**src/rtl/controle_empilement_pkg.sv**
```systemverilog
// Shared definitions for the brick stacking game: FSM states, default
// row geometry and the saturation value of the level counter.
package controle_empilement_pkg;

    // Row controller states
    typedef enum logic [1:0] {
        JEU   = 2'd0,
        PAUSE = 2'd1,
        PERDU = 2'd2
    } etat_e;

    localparam int NB_LED_DEF       = 8;
    localparam int LARGEUR_INIT_DEF = 3;
    localparam int NIVEAU_MAX       = 15;

endpackage

```
**src/rtl/controle_empilement_compte_bits.sv**
```systemverilog
// Combinational population count of an NB-bit vector; gives the width of
// the brick left after intersecting it with the row below.
module compte_bits #(
    parameter int NB = 8,
    parameter int WC = $clog2(NB + 1)
) (
    input  logic [NB-1:0] vecteur,
    output logic [WC-1:0] nb_uns
);

    // Sum every bit of the vector
    always_comb begin
        nb_uns = '0;
        for (int i = 0; i < NB; i++) begin
            nb_uns = nb_uns + WC'(vecteur[i]);
        end
    end

endmodule

```
**src/rtl/controle_empilement.sv**
```systemverilog
// Row controller for the stacking game: bounces the current brick across
// the row, captures it on a press, intersects it with the stack top and
// reports placements (aligne pulse) or the lost game (perdu level).
module controle_empilement
    import controle_empilement_pkg::*;
#(
    parameter int NB_LED       = NB_LED_DEF,
    parameter int LARGEUR_INIT = LARGEUR_INIT_DEF,
    parameter int PAUSE_TICKS  = 2
) (
    input  logic              clk,
    input  logic              reset,
    input  logic              enable,
    input  logic              bouton,
    output logic [NB_LED-1:0] leds,
    output logic [NB_LED-1:0] pile,
    output logic              aligne,
    output logic              perdu,
    output logic [3:0]        niveau
);

    localparam int PW = $clog2(NB_LED);
    localparam int WW = $clog2(NB_LED + 1);
    localparam int CW = $clog2(PAUSE_TICKS + 1);

    etat_e              etat_q, etat_d;
    logic [PW-1:0]      pos_q, pos_d;
    logic [WW-1:0]      w_q, w_d;
    logic               dir_q, dir_d;
    logic [NB_LED-1:0]  pile_q, pile_d;
    logic               aligne_q, aligne_d;
    logic               perdu_q, perdu_d;
    logic [3:0]         niveau_q, niveau_d;
    logic [CW-1:0]      cnt_q, cnt_d;

    logic [NB_LED-1:0]  inter;
    logic [WW-1:0]      w_inter;

    // Brick decode: LED gi is lit when it falls inside [pos, pos+w)
    for (genvar gi = 0; gi < NB_LED; gi++) begin : g_leds
        assign leds[gi] = (gi >= int'(pos_q)) && (gi < int'(pos_q) + int'(w_q));
    end

    assign inter = leds & pile_q;

    compte_bits #(
        .NB (NB_LED),
        .WC (WW)
    ) u_compte_bits (
        .vecteur (inter),
        .nb_uns  (w_inter)
    );

    // Next-state logic: movement, capture/intersection and pause counting
    always_comb begin
        etat_d   = etat_q;
        pos_d    = pos_q;
        w_d      = w_q;
        dir_d    = dir_q;
        pile_d   = pile_q;
        aligne_d = 1'b0;
        perdu_d  = perdu_q;
        niveau_d = niveau_q;
        cnt_d    = cnt_q;
        case (etat_q)
            JEU: begin
                if (bouton) begin
                    // The press wins over a same-cycle tick: compare uses the pre-move brick
                    if (inter != '0) begin
                        pile_d   = inter;
                        w_d      = w_inter;
                        pos_d    = '0;
                        dir_d    = 1'b0;
                        niveau_d = (niveau_q == 4'(NIVEAU_MAX)) ? niveau_q : niveau_q + 4'd1;
                        aligne_d = 1'b1;
                        cnt_d    = '0;
                        etat_d   = PAUSE;
                    end else begin
                        perdu_d = 1'b1;
                        etat_d  = PERDU;
                    end
                end else if (enable && (int'(w_q) < NB_LED)) begin
                    // A full-width brick has nowhere to go and stays put
                    if (!dir_q) begin
                        if (int'(pos_q) + int'(w_q) < NB_LED) begin
                            pos_d = pos_q + PW'(1);
                        end else begin
                            dir_d = 1'b1;
                            pos_d = pos_q - PW'(1);
                        end
                    end else begin
                        if (pos_q != '0) begin
                            pos_d = pos_q - PW'(1);
                        end else begin
                            dir_d = 1'b0;
                            pos_d = pos_q + PW'(1);
                        end
                    end
                end
            end
            PAUSE: begin
                // Presses are ignored; the brick is held for PAUSE_TICKS ticks
                if (enable) begin
                    cnt_d = cnt_q + CW'(1);
                    if (int'(cnt_q) + 1 >= PAUSE_TICKS) begin
                        etat_d = JEU;
                    end
                end
            end
            PERDU: begin
                // Terminal until reset
            end
            default: begin
                etat_d = JEU;
            end
        endcase
    end

    // State registers with asynchronous active-low reset
    always_ff @(posedge clk or negedge reset) begin
        if (!reset) begin
            etat_q   <= JEU;
            pos_q    <= '0;
            w_q      <= WW'(LARGEUR_INIT);
            dir_q    <= 1'b0;
            pile_q   <= '1;
            aligne_q <= 1'b0;
            perdu_q  <= 1'b0;
            niveau_q <= 4'd0;
            cnt_q    <= '0;
        end else begin
            etat_q   <= etat_d;
            pos_q    <= pos_d;
            w_q      <= w_d;
            dir_q    <= dir_d;
            pile_q   <= pile_d;
            aligne_q <= aligne_d;
            perdu_q  <= perdu_d;
            niveau_q <= niveau_d;
            cnt_q    <= cnt_d;
        end
    end

    assign pile   = pile_q;
    assign aligne = aligne_q;
    assign perdu  = perdu_q;
    assign niveau = niveau_q;

endmodule

```
**config.mk**
```make
export PLATFORM = sky130hd
export DESIGN_NAME = controle_empilement
export DESIGN_NICKNAME = d
export VERILOG_FILES = /design/src/rtl/controle_empilement_pkg.sv /design/src/rtl/controle_empilement_compte_bits.sv /design/src/rtl/controle_empilement.sv
export SDC_FILE = /design/constraint.sdc
export NUM_CORES = 1
export LEC_CHECK = 0
export ABC_AREA = 0
export BUFFER_PORTS_ARGS = -buffer_cell sky130_fd_sc_hd__buf_2
export CAP_MARGIN = 5
export CELL_PAD_IN_SITES_DETAIL_PLACEMENT = 1
export CELL_PAD_IN_SITES_GLOBAL_PLACEMENT = 1
export CORE_UTILIZATION = 25
export DETAILED_ROUTE_END_ITERATION = 12
export GPL_ROUTABILITY_DRIVEN = 0
export PLACE_DENSITY_LB_ADDON = 0.12
export SLEW_MARGIN = 20
export SYNTH_ARGS = -nofsm -noshare
export SYNTH_HDL_FRONTEND = slang
export SYNTH_SLANG_ARGS = --single-unit
```
**constraint.sdc**
```tcl
create_clock -name clk -period 5.9 [get_ports clk]
set_input_delay 0.295 -clock clk [delete_from_list [all_inputs] [get_ports clk]]
set_output_delay 0.295 -clock clk [all_outputs]
set_load 0.005 [all_outputs]
```
==> flow_summary.ini <==
[power]
comb_power_share = 0.039
finalPower_uw = 299
switchingPower_uw = 69.2
pwr_density_cell_nw_per_um2 = 144
p_seq_frac = 0.603
swShare = 0.231
p_leak_uw = 0.000974
vdd_drop_max_mv = 0.0687
intPower_uw = 230
power_frac_clock = 0.358

[logic_synthesis]
synth_top_area_frac = 0.221
async_flop_share = 1.00
synth_compound_area_frac = 0.210
synth_seq_area_share = 0.367
synth.avg_cell_area_sq_um = 9.89
synth_mux_area_frac = 0.0415
netlist_instances = 183
synthTopCellsByArea = dfrtp_1, dfstp_2, ha_1
synth_top_family_by_area = compound AO/OA/AOI/OAI gates
ys_warn_count = 0
postSynthRegisterBits = 26
synthAdderAreaFrac = 0.145
synth.largest_area_cell = dfrtp_1
synth.most_common_cell = nand2_1
syn_nets = 205
synth_edf_count = 0
synth_cell_type_count = 52
synth-xor-area-share = 0.0235
synth_ff_type = dfrtp_1
synthSimpleGateAreaFrac = 0.158
synth_common_cells = nand2_1, inv_1, dfrtp_1
netlist_area_sq_um = 1810

[clock_tree]
cts.clk_slew.worst_paths_ns = 0.10
clock_latency_ns = 0.27
tritoncts = done
h-tree-depth = 1
post_cts_resize_count = 0
cts_made_buffers = 3
cts_setup_buffers = 0
cts_hold_buf = 0
cts_root_buffer = clkbuf_8
clock-sinks = 26
clk_path_buf_depth = 2

[sta]
post-route-min-period_ns = 4.79
maxSlewHeadroom = 0.585
finalSetupViolCount = 0
rsz0062_at_grt = no
period_share = 0.813
fin_tns_setup_ns = 0
slew_viol_final = 0
finClkSkew_ns = 0.00505
worst_pin_slew_ns = 0.623
fmax_mhz = 209
hold_violations = 0

[die]
core_sq_um = 6910
fp.dieH_um = 87.1
die_w_um = 87.1
die-area_sq_um = 7580
rows = 30
start_util = 0.262
num_io_pins = 26

[layout]
diodes = 0
drive_above_1_share = 0.255
final_nets = 231
syn_to_final_growth_pct = 14.7

[setup_path]
slowest_stage = dfrtp_1
critPathKind = reg -> reg
worstPathArrival_ns = 4.99
start_kind = flip-flop
slowest_delay_ns = 0.56
r2r_cells = 17
required_ns = 6.10
critPathCaptureType = flip-flop
worstPathMaxFanout = 15
crit_chain = ha_1 -> nor2b_1 -> mux2_4 -> inv_2 -> nor2_1 -> a211oi_1 -> and2_1 -> inv_1 -> ha_1 -> inv_1 -> fa_1 -> fa_1 -> inv_1 -> fa_1 -> inv_1 -> fa_1 -> o21ai_0

[route]
drtAntennaViolNets = 0
viasPerCell = 4.46
routedWlPerCell_um = 14.4
dr.pass1.iters = 4
vias = 1357
drc = 0
wirelength_mm = 4.38
drt_iter0_drc = 61

[grt]
track_usage = 0.130
grtUsageMet1 = 0.183
grt_start_max_net_pins = 27
use_met2 = 0.208
grt_pass1_vias = 1434
gr-total-overflow = 0
met3_usage = 0.0142
antenna_found_initial = 0
busiest_layer = met2
grt_first_pass_wirelength_mm = 7.47

[flow_run]
maxCapViolCount = 0

[status]
status = finished, final reports clean

[place]
io_buffers = 25
dp_hpwl_mm = 3.39

[hold_path]
hp-class = in -> async
==> metrics by stage <==
step                      std cells  hold slack (ns)  area (sq um)  setup WS [ns]   util
after floorplan                 183        -0.000591          1810           1.47      -
after global placement          300            0.360          2030           1.19  0.294
after detailed placement        300            0.365          2030           1.07  0.294
after CTS                       304           0.0472          2070           1.06  0.300
after global routing            304           0.0545          2070          0.727  0.300
final                           304           0.0243          2070           1.11  0.300
==> layout make-up <==
| cell class | count | area (sq um) |
|---|---|---|
| Fill cell | 836 | 4830 |
| Multi-Input combinational cell | 133 | 1050 |
| Sequential cell | 26 | 663 |
| Timing Repair Buffer | 25 | 125 |
| Tap cell | 96 | 120 |
| Inverter | 20 | 75.1 |
| Clock buffer | 3 | 41.3 |
| Clock inverter | 1 | 3.75 |
==> worst paths after layout <==
check                                     start                     to  slack [ns]
setup reg to reg           pos_q[2]$_DFFE_PN0P_     w_q[1]$_DFFE_PN1P_        1.11
setup / recovery           pos_q[2]$_DFFE_PN0P_     w_q[1]$_DFFE_PN1P_        1.11
min in group clk                         bouton  etat_q[1]$_DFFE_PN0P_        0.34
max in group asynchronous                 reset     w_q[3]$_DFFE_PN0P_        5.47
hold / removal                            reset   pos_q[0]$_DFFE_PN0P_        0.02
hold reg to reg             pile[4]$_DFFE_PN1P_    pile[4]$_DFFE_PN1P_        0.47
==> metal layers <==
metal | wire, um | share of wire | vias to the layer above
li1 | - | - | 681
met2 | 2050 | 0.47 | 16
met3 | 92 | 0.021 | 2
met1 | 2200 | 0.50 | 658
met4 | 30 | 0.0069 | 0
met5 | 0 | 0 | -
==> power groups by stage <==
stage,Combinational (uW),Sequential [uW],Clock (uW)
2_1_floorplan,5.05,184,0
3_3_place_gp,11.9,183,0
3_5_place_dp,12.3,183,0
4_1_cts,12.3,180,120
5_1_grt,13.3,180,126
6_report,11.6,180,107
==> critical path, delay by kind of cell, from the launching register on <==
| family | cells | cell delay [ns] |
|---|---|---|
| adders and majority gates | 6 | 2.48 |
| DFF | 1 | 0.56 |
| AOI/OAI and AO/OA | 2 | 0.50 |
| and+or+nand+nor | 3 | 0.48 |
| buffers and inverters | 5 | 0.37 |
| muxes | 1 | 0.33 |
==> placed cells by master (no fill, tap or decap), types with 2 or more instances in the layout <==
cell type	netlist	final
fa_1	5	5
a21oi_1	7	7
and2_1	2	2
a22o_1	2	2
o22ai_1	3	3
nor2_1	11	11
nor3_1	5	5
a31oi_1	2	2
mux2_4	2	2
nand3_1	4	4
nor2b_1	4	4
o21ai_1	2	2
dfrtp_1	16	16
o31a_1	2	2
inv_1	19	19
xor2_1	2	2
buf_2	2	25
mux2_1	3	3
dfstp_2	10	10
ha_1	13	13
o21ai_0	9	9
o21a_1	9	9
nand2_1	20	20
clkbuf_8	0	3
==> flip-flops by register name (all words and copies together) (netlist names) <==
name	flops
pile	8
pos_q	3
w_q	4
perdu	1
cnt_q	2
dir_q	1
etat_q	2
aligne	1
niveau	4
==> kinds of logic (layout without fill, tap and decap cells) <==
kind of cell	count (synthesis)	in the layout
AO/OA/AOI/OAI	50	50
XOR/XNOR	4	4
adder cells (fa/ha/maj)	18	18
buffers and inverters	24	49
flip-flops	26	26
multiplexers	6	6
AND/OR/NAND/NOR	55	55
Power figures use the tool's default switching activity.
